$ cat src/rtl/sr_ctrl_pkg.sv
// Shared types and helpers for the SR pulse debouncer: channel state encoding,
// counter sizing and default parameter values.
package sr_ctrl_pkg;

   localparam int SYNC_STAGES_DEF     = 2;
   localparam int DEBOUNCE_CYCLES_DEF = 4;

   typedef enum logic [1:0] {
      IDLE    = 2'd0,
      CHK_HI  = 2'd1,
      PRESSED = 2'd2,
      CHK_LO  = 2'd3
   } chan_state_e;

   function automatic int cnt_width(input int debounce_cycles);
      return (debounce_cycles < 1) ? 1 : $clog2(debounce_cycles + 1);
   endfunction

endpackage

$ cat src/rtl/sr_pulse_debouncer_if.sv
// Button inputs and latch-side outputs of the SR pulse debouncer.
interface sr_pulse_debouncer_if;

   logic set_btn;
   logic rst_btn;
   logic s_out;
   logic r_out;
   logic set_lvl;
   logic rst_lvl;
   logic conflict;

   modport master (
      output set_btn, rst_btn,
      input  s_out, r_out, set_lvl, rst_lvl, conflict
   );

   modport slave (
      input  set_btn, rst_btn,
      output s_out, r_out, set_lvl, rst_lvl, conflict
   );

endinterface

$ cat src/rtl/debounce_chan.sv
// One button channel: synchroniser, consecutive-sample debounce FSM and press strobe.
// level_nxt and press are combinational so the top can register them without extra latency.
module debounce_chan
   import sr_ctrl_pkg::*;
#(
   parameter int SYNC_STAGES     = SYNC_STAGES_DEF,
   parameter int DEBOUNCE_CYCLES = DEBOUNCE_CYCLES_DEF
) (
   input  logic clk,
   input  logic rst_n,
   input  logic btn,
   output logic level_nxt,
   output logic press
);

   localparam int             CW       = cnt_width(DEBOUNCE_CYCLES);
   localparam logic [CW-1:0]  CNT_LAST = CW'(DEBOUNCE_CYCLES - 1);
   localparam logic [CW-1:0]  CNT_ONE  = CW'(1);
   localparam logic [CW-1:0]  CNT_ZERO = CW'(0);
   localparam logic [CW-1:0]  CNT_MAX  = {CW{1'b1}};
   localparam bit             SINGLE   = (DEBOUNCE_CYCLES == 1);

   logic [SYNC_STAGES-1:0] sync_q, sync_d;
   logic                   sync_s;
   chan_state_e            state_q, state_d;
   logic [CW-1:0]          cnt_q, cnt_d;
   logic [CW-1:0]          cnt_inc_s;

   // Synchroniser shift chain next value.
   always_comb begin
      sync_d = {sync_q[SYNC_STAGES-2:0], btn};
   end

   assign sync_s    = sync_q[SYNC_STAGES-1];
   assign cnt_inc_s = (cnt_q == CNT_MAX) ? cnt_q : cnt_q + CNT_ONE;

   // Debounce FSM: next state, counter and press strobe.
   always_comb begin
      state_d = state_q;
      cnt_d   = cnt_q;
      press   = 1'b0;
      case (state_q)
         IDLE: begin
            if (sync_s && SINGLE) begin
               state_d = PRESSED;
               cnt_d   = CNT_ZERO;
               press   = 1'b1;
            end else if (sync_s) begin
               state_d = CHK_HI;
               cnt_d   = CNT_ONE;
            end else begin
               cnt_d   = CNT_ZERO;
            end
         end
         CHK_HI: begin
            if (!sync_s) begin
               state_d = IDLE;
               cnt_d   = CNT_ZERO;
            end else if (cnt_q == CNT_LAST) begin
               state_d = PRESSED;
               cnt_d   = CNT_ZERO;
               press   = 1'b1;
            end else begin
               cnt_d   = cnt_inc_s;
            end
         end
         PRESSED: begin
            if (!sync_s && SINGLE) begin
               state_d = IDLE;
               cnt_d   = CNT_ZERO;
            end else if (!sync_s) begin
               state_d = CHK_LO;
               cnt_d   = CNT_ONE;
            end else begin
               cnt_d   = CNT_ZERO;
            end
         end
         CHK_LO: begin
            if (sync_s) begin
               state_d = PRESSED;
               cnt_d   = CNT_ZERO;
            end else if (cnt_q == CNT_LAST) begin
               state_d = IDLE;
               cnt_d   = CNT_ZERO;
            end else begin
               cnt_d   = cnt_inc_s;
            end
         end
         default: begin
            state_d = IDLE;
            cnt_d   = CNT_ZERO;
         end
      endcase
   end

   // Level is high while pressed or while a release is still being qualified.
   assign level_nxt = (state_d == PRESSED) || (state_d == CHK_LO);

   // Synchroniser, state and counter registers.
   always_ff @(posedge clk or negedge rst_n) begin
      if (!rst_n) begin
         sync_q  <= {SYNC_STAGES{1'b0}};
         state_q <= IDLE;
         cnt_q   <= CNT_ZERO;
      end else begin
         sync_q  <= sync_d;
         state_q <= state_d;
         cnt_q   <= cnt_d;
      end
   end

endmodule

$ cat src/rtl/sr_pulse_debouncer.sv
// Two debounced button channels feeding a registered S/R pulse arbiter.
// Build option: define SR_RESET_PRIORITY_EN to let reset win simultaneous presses.
module sr_pulse_debouncer
   import sr_ctrl_pkg::*;
#(
   parameter int SYNC_STAGES     = SYNC_STAGES_DEF,
   parameter int DEBOUNCE_CYCLES = DEBOUNCE_CYCLES_DEF
) (
   input logic                 clk,
   input logic                 rst_n,
   sr_pulse_debouncer_if.slave bus
);

   logic ps_s, pr_s, set_lvl_s, rst_lvl_s;
   logic s_out_q, s_out_d;
   logic r_out_q, r_out_d;
   logic conflict_q, conflict_d;
   logic set_lvl_q, set_lvl_d;
   logic rst_lvl_q, rst_lvl_d;

   debounce_chan #(
      .SYNC_STAGES     (SYNC_STAGES),
      .DEBOUNCE_CYCLES (DEBOUNCE_CYCLES)
   ) u_set_chan (
      .clk       (clk),
      .rst_n     (rst_n),
      .btn       (bus.set_btn),
      .level_nxt (set_lvl_s),
      .press     (ps_s)
   );

   debounce_chan #(
      .SYNC_STAGES     (SYNC_STAGES),
      .DEBOUNCE_CYCLES (DEBOUNCE_CYCLES)
   ) u_rst_chan (
      .clk       (clk),
      .rst_n     (rst_n),
      .btn       (bus.rst_btn),
      .level_nxt (rst_lvl_s),
      .press     (pr_s)
   );

   // Arbitration: S and R must never be driven together into the latch.
   always_comb begin
      s_out_d    = ps_s & ~pr_s;
`ifdef SR_RESET_PRIORITY_EN
      r_out_d    = pr_s;
`else
      r_out_d    = pr_s & ~ps_s;
`endif
      conflict_d = ps_s & pr_s;
      set_lvl_d  = set_lvl_s;
      rst_lvl_d  = rst_lvl_s;
   end

   // Output registers.
   always_ff @(posedge clk or negedge rst_n) begin
      if (!rst_n) begin
         s_out_q    <= 1'b0;
         r_out_q    <= 1'b0;
         conflict_q <= 1'b0;
         set_lvl_q  <= 1'b0;
         rst_lvl_q  <= 1'b0;
      end else begin
         s_out_q    <= s_out_d;
         r_out_q    <= r_out_d;
         conflict_q <= conflict_d;
         set_lvl_q  <= set_lvl_d;
         rst_lvl_q  <= rst_lvl_d;
      end
   end

   assign bus.s_out    = s_out_q;
   assign bus.r_out    = r_out_q;
   assign bus.conflict = conflict_q;
   assign bus.set_lvl  = set_lvl_q;
   assign bus.rst_lvl  = rst_lvl_q;

endmodule

$ cat src/flat_wrapper.sv
// flat-port wrapper written by rule: the top's interface ports become plain ports
module sr_pulse_debouncer_flat import sr_ctrl_pkg::*;
#(
   parameter int SYNC_STAGES     = SYNC_STAGES_DEF,
   parameter int DEBOUNCE_CYCLES = DEBOUNCE_CYCLES_DEF
)
  (clk, rst_n, bus_set_btn, bus_rst_btn, bus_s_out, bus_r_out, bus_set_lvl, bus_rst_lvl, bus_conflict);
  sr_pulse_debouncer_if bus_i ();
  input logic clk;
  input logic rst_n;
  input wire logic [$bits(bus_i.set_btn)-1:0] bus_set_btn;
  input wire logic [$bits(bus_i.rst_btn)-1:0] bus_rst_btn;
  output wire logic [$bits(bus_i.s_out)-1:0] bus_s_out;
  output wire logic [$bits(bus_i.r_out)-1:0] bus_r_out;
  output wire logic [$bits(bus_i.set_lvl)-1:0] bus_set_lvl;
  output wire logic [$bits(bus_i.rst_lvl)-1:0] bus_rst_lvl;
  output wire logic [$bits(bus_i.conflict)-1:0] bus_conflict;
  assign bus_i.set_btn = bus_set_btn;
  assign bus_i.rst_btn = bus_rst_btn;
  assign bus_s_out = bus_i.s_out;
  assign bus_r_out = bus_i.r_out;
  assign bus_set_lvl = bus_i.set_lvl;
  assign bus_rst_lvl = bus_i.rst_lvl;
  assign bus_conflict = bus_i.conflict;
  sr_pulse_debouncer #(.SYNC_STAGES(SYNC_STAGES), .DEBOUNCE_CYCLES(DEBOUNCE_CYCLES)) u_core (.clk(clk), .rst_n(rst_n), .bus(bus_i));
endmodule
$ cat config.mk
export PLATFORM = sky130hd
export DESIGN_NAME = sr_pulse_debouncer_flat
export DESIGN_NICKNAME = d
export VERILOG_FILES = /design/src/rtl/sr_ctrl_pkg.sv /design/src/rtl/sr_pulse_debouncer_if.sv /design/src/rtl/debounce_chan.sv /design/src/rtl/sr_pulse_debouncer.sv /design/src/flat_wrapper.sv
export SDC_FILE = /design/constraint.sdc
export NUM_CORES = 1
export LEC_CHECK = 0
export CAP_MARGIN = 20
export CELL_PAD_IN_SITES_DETAIL_PLACEMENT = 2
export CELL_PAD_IN_SITES_GLOBAL_PLACEMENT = 2
export CORE_ASPECT_RATIO = 1.5
export CORE_MARGIN = 2
export CORE_UTILIZATION = 36
export DETAILED_ROUTE_END_ITERATION = 10
export GPL_TIMING_DRIVEN = 0
export HOLD_SLACK_MARGIN = 0.1
export PLACE_DENSITY_LB_ADDON = 0.1
export SYNTH_ARGS = -nofsm -noshare
export SYNTH_HDL_FRONTEND = slang
export SYNTH_SLANG_ARGS = --single-unit
$ cat constraint.sdc
create_clock -name clk -period 1.9 [get_ports clk]
set_clock_uncertainty 0.2 [all_clocks]
set_input_delay 0.285 -clock clk [delete_from_list [all_inputs] [get_ports clk]]
set_output_delay 0.285 -clock clk [all_outputs]
set_load 0.02 [all_outputs]
==> results.toml <==
[worst_setup_path]
cp.buffers_inverters = 1
regToRegSetupSlack_ns = 0.30
crit_required_ns = 1.41
cp_max_fo = 4
startpoint_type = "flip-flop"
critical_path_class = "reg -> out"
end_kind = "output pin"
path_delay_family = "buffers and inverters"
r2r_cells = 4
r2r_start = "u_core.u_rst_chan.cnt_q[0]$_DFF_PN0_"
worstPathArrival_ns = 1.33
r2r_end = "u_core.bus.rst_lvl$_DFF_PN0_"
cpPeakStageDelay_ns = 0.62
cp_cell_sequence = "clkdlybuf4s50_1"
slowest_stage = "clkdlybuf4s50_1"

[grt]
grt_usage = 0.149
grt_pass1_vias = 516
antenna_found_initial = 0
grt_max_degree = 19
overflow = 0
grt_first_pass_wirelength_um = 2330

[worst_hold_path]
hold_class = "reg -> reg"
hp-start = "u_core.u_set_chan.sync_q[0]$_DFF_PN0_"
worstHoldEndpoint = "u_core.u_set_chan.sync_q[1]$_DFF_PN0_"
min_path_cells = 0

[synthesis]
synth.avg_cell_area_um2 = 13.8
ys.warnings.count = 0
synth_edf_count = 0
yosysTopAreaCellShare = 0.617
ys.flop_type = "dfrtp_1"
yosys.area.top_type = "dfrtp_1"
ys_seq_area_frac = 0.617
ys_seq_elements = 18
synth_cells = 53
yosysUniqueCellTypes = 21
synth_common_cells = "dfrtp_1 (18), inv_1 (4), nand2b_1 (4), nand3_1 (4)"
synthArstFlopShare = 1.00
syn_nets = 59
yosysMostFrequentCell = "dfrtp_1"
syn_area_um2 = 729
synth_area_leaders = "dfrtp_1 (62%), mux2_4 (4.1%), ha_1 (3.4%)"

[detailed_routing]
first_pass_iters = 1
antenna_left = 0
first_iter_violations = 0
routedWlPerCell_um = 15.4
via_count = 460
via_per_inst = 5.29
drcViolationCount = 0
drt-total-wl_um = 1340

[cells_and_area]
area_growth_pct = 19.7
seq_area_um2 = 450
n_antenna_cell = 0
num-fill-cells = 214
multi_input_area_um2 = 253
drive_above_1_share = 0.154
instances_no_fill = 87
nets = 72

[timing]
setup_viol = 0
fin_tns_setup_ns = 0
rsz0062_at_grt = "no"
slew_headroom = 0.465
post-route-min-period_ns = 1.81
finalHoldViolations = 0
worst_slew_pin_slew_ns = 0.800
maxSlewViolCount = 0
finalCritPeriodShare = 0.954
fmax_ghz = 0.552
whs_ns = 0.167

[clock_tree]
cts_tree = "built"
cts_root_buf = "clkbuf_4"
clk_path_buf_depth = 2
clk_pin_slew_worst_paths_ns = 0.10
cts_resized = 0
hold_buffers = 0
cts_buffers = 3
post_cts_buffers = 0
htree_levels = 1
clock_sinks = 18
clk_latency_ns = 0.29

[die]
core_area_um2 = 1980
dieArea_um2 = 2410
die_w_um = 40.8
start_util = 0.369
rows = 20
die_h_um = 59.1
ios = 9

[pwr]
peakVddDrop_uv = 541
p_leak_nw = 0.379
power_mw = 1.18
p_per_area_nw_per_um2 = 1350

[placement]
dpl.cell_count = 83
portBuffers = 8
gp_congestion = 0.619
dp_hpwl_um = 1030

[flow_run]
drv_cap = 0

[status]
status = "complete, no violations"
## worst register-to-register path, cell delays in order, from the launching register on
cell,delay (ns)
dfrtp_1,0.41
ha_1,0.27
and3b_1,0.19
buf_6,0.13
mux2_4,0.29
## power breakdown
group / total (mW) / switching (mW) / internal (mW)
clock: 0.238 / 0.122 / 0.117
combinational: 0.370 / 0.185 / 0.186
sequential: 0.567 / 0.0840 / 0.483
total: 1.18 / 0.390 / 0.785
## how the worst max path moves through the flow
stage / startpoint / to / slack, ns / cells after the start
after floorplan: u_core.u_rst_chan.cnt_q[0]$_DFF_PN0_ / u_core.bus.rst_lvl$_DFF_PN0_ / 0.39 / 4
after global placement: u_core.u_rst_chan.cnt_q[0]$_DFF_PN0_ / u_core.u_rst_chan.state_q[1]$_DFF_PN0_ / 0.33 / 4
after detailed placement: u_core.u_rst_chan.cnt_q[0]$_DFF_PN0_ / u_core.bus.rst_lvl$_DFF_PN0_ / 0.30 / 4
after CTS: u_core.bus.set_lvl$_DFF_PN0_ / bus_set_lvl / 0.07 / 1
after global routing: u_core.bus.set_lvl$_DFF_PN0_ / bus_set_lvl / 0.02 / 1
final: u_core.bus.set_lvl$_DFF_PN0_ / bus_set_lvl / 0.09 / 1
## flip-flops by register name, indices dropped and copies added (netlist names)
| register | cells |
|---|---|
| u_core.u_set_chan.cnt_q | 3 |
| u_core.u_rst_chan.sync_q | 2 |
| u_core.u_rst_chan.cnt_q | 3 |
| u_core.bus.set_lvl | 1 |
| u_core.bus.r_out | 1 |
| u_core.u_set_chan.sync_q | 2 |
| u_core.bus.s_out | 1 |
| u_core.u_set_chan.state_q | 1 |
| u_core.bus.conflict | 1 |
| u_core.bus.rst_lvl | 1 |
| u_core.u_rst_chan.state_q | 2 |
## placed cells by master, fill, tap and decap left out, types with 2 or more instances in the layout
cell type,netlist,routed
dfrtp_1,18,18
clkbuf_4,0,3
clkdlybuf4s50_1,0,8
ha_1,2,2
inv_1,4,4
a211oi_1,2,2
nand3_1,4,4
mux2_4,2,2
a21oi_1,2,2
nand2b_1,4,4
o21a_1,2,2
xnor2_1,2,2
## metal layers
layer	track usage	wire length (um)	vias up
met4	0.0714	15	0
met3	0.0451	41	2
li1	-	-	210
met5	0	0	-
met2	0.272	832	10
met1	0.138	450	238
## cell families (layout without fill, tap and decap cells)
kind of cell / after synthesis / in the layout / share of synthesized area
AO/OA/AOI/OAI: 9 / 9 / 0.0995
adder cells (fa/ha/maj): 2 / 2 / 0.0343
XOR/XNOR: 2 / 2 / 0.0240
AND/OR/NAND/NOR: 14 / 14 / 0.132
buffers and inverters: 5 / 17 / 0.0360
multiplexers: 3 / 3 / 0.0566
flip-flops: 18 / 18 / 0.617
## layout make-up
cell class | count | share of cell area
plain buffers | 1 | 0.0129
flip-flops and latches | 18 | 0.516
multi-input cells | 30 | 0.289
well taps | 22 | 0.0315
repair buffers | 8 | 0.0917
clock buffers | 4 | 0.0415
inverters | 4 | 0.0172
## metrics by stage
step                instance area, um2  utilization  worst slack [ns]
floorplan                          729            -             0.393
finish                             873        0.442            0.0870
detailed placement                 837        0.423             0.302
global placement                   837        0.423             0.334
global route                       873        0.442            0.0200
CTS                                873        0.442            0.0695
No activity file was read; power rests on OpenSTA's default activity.
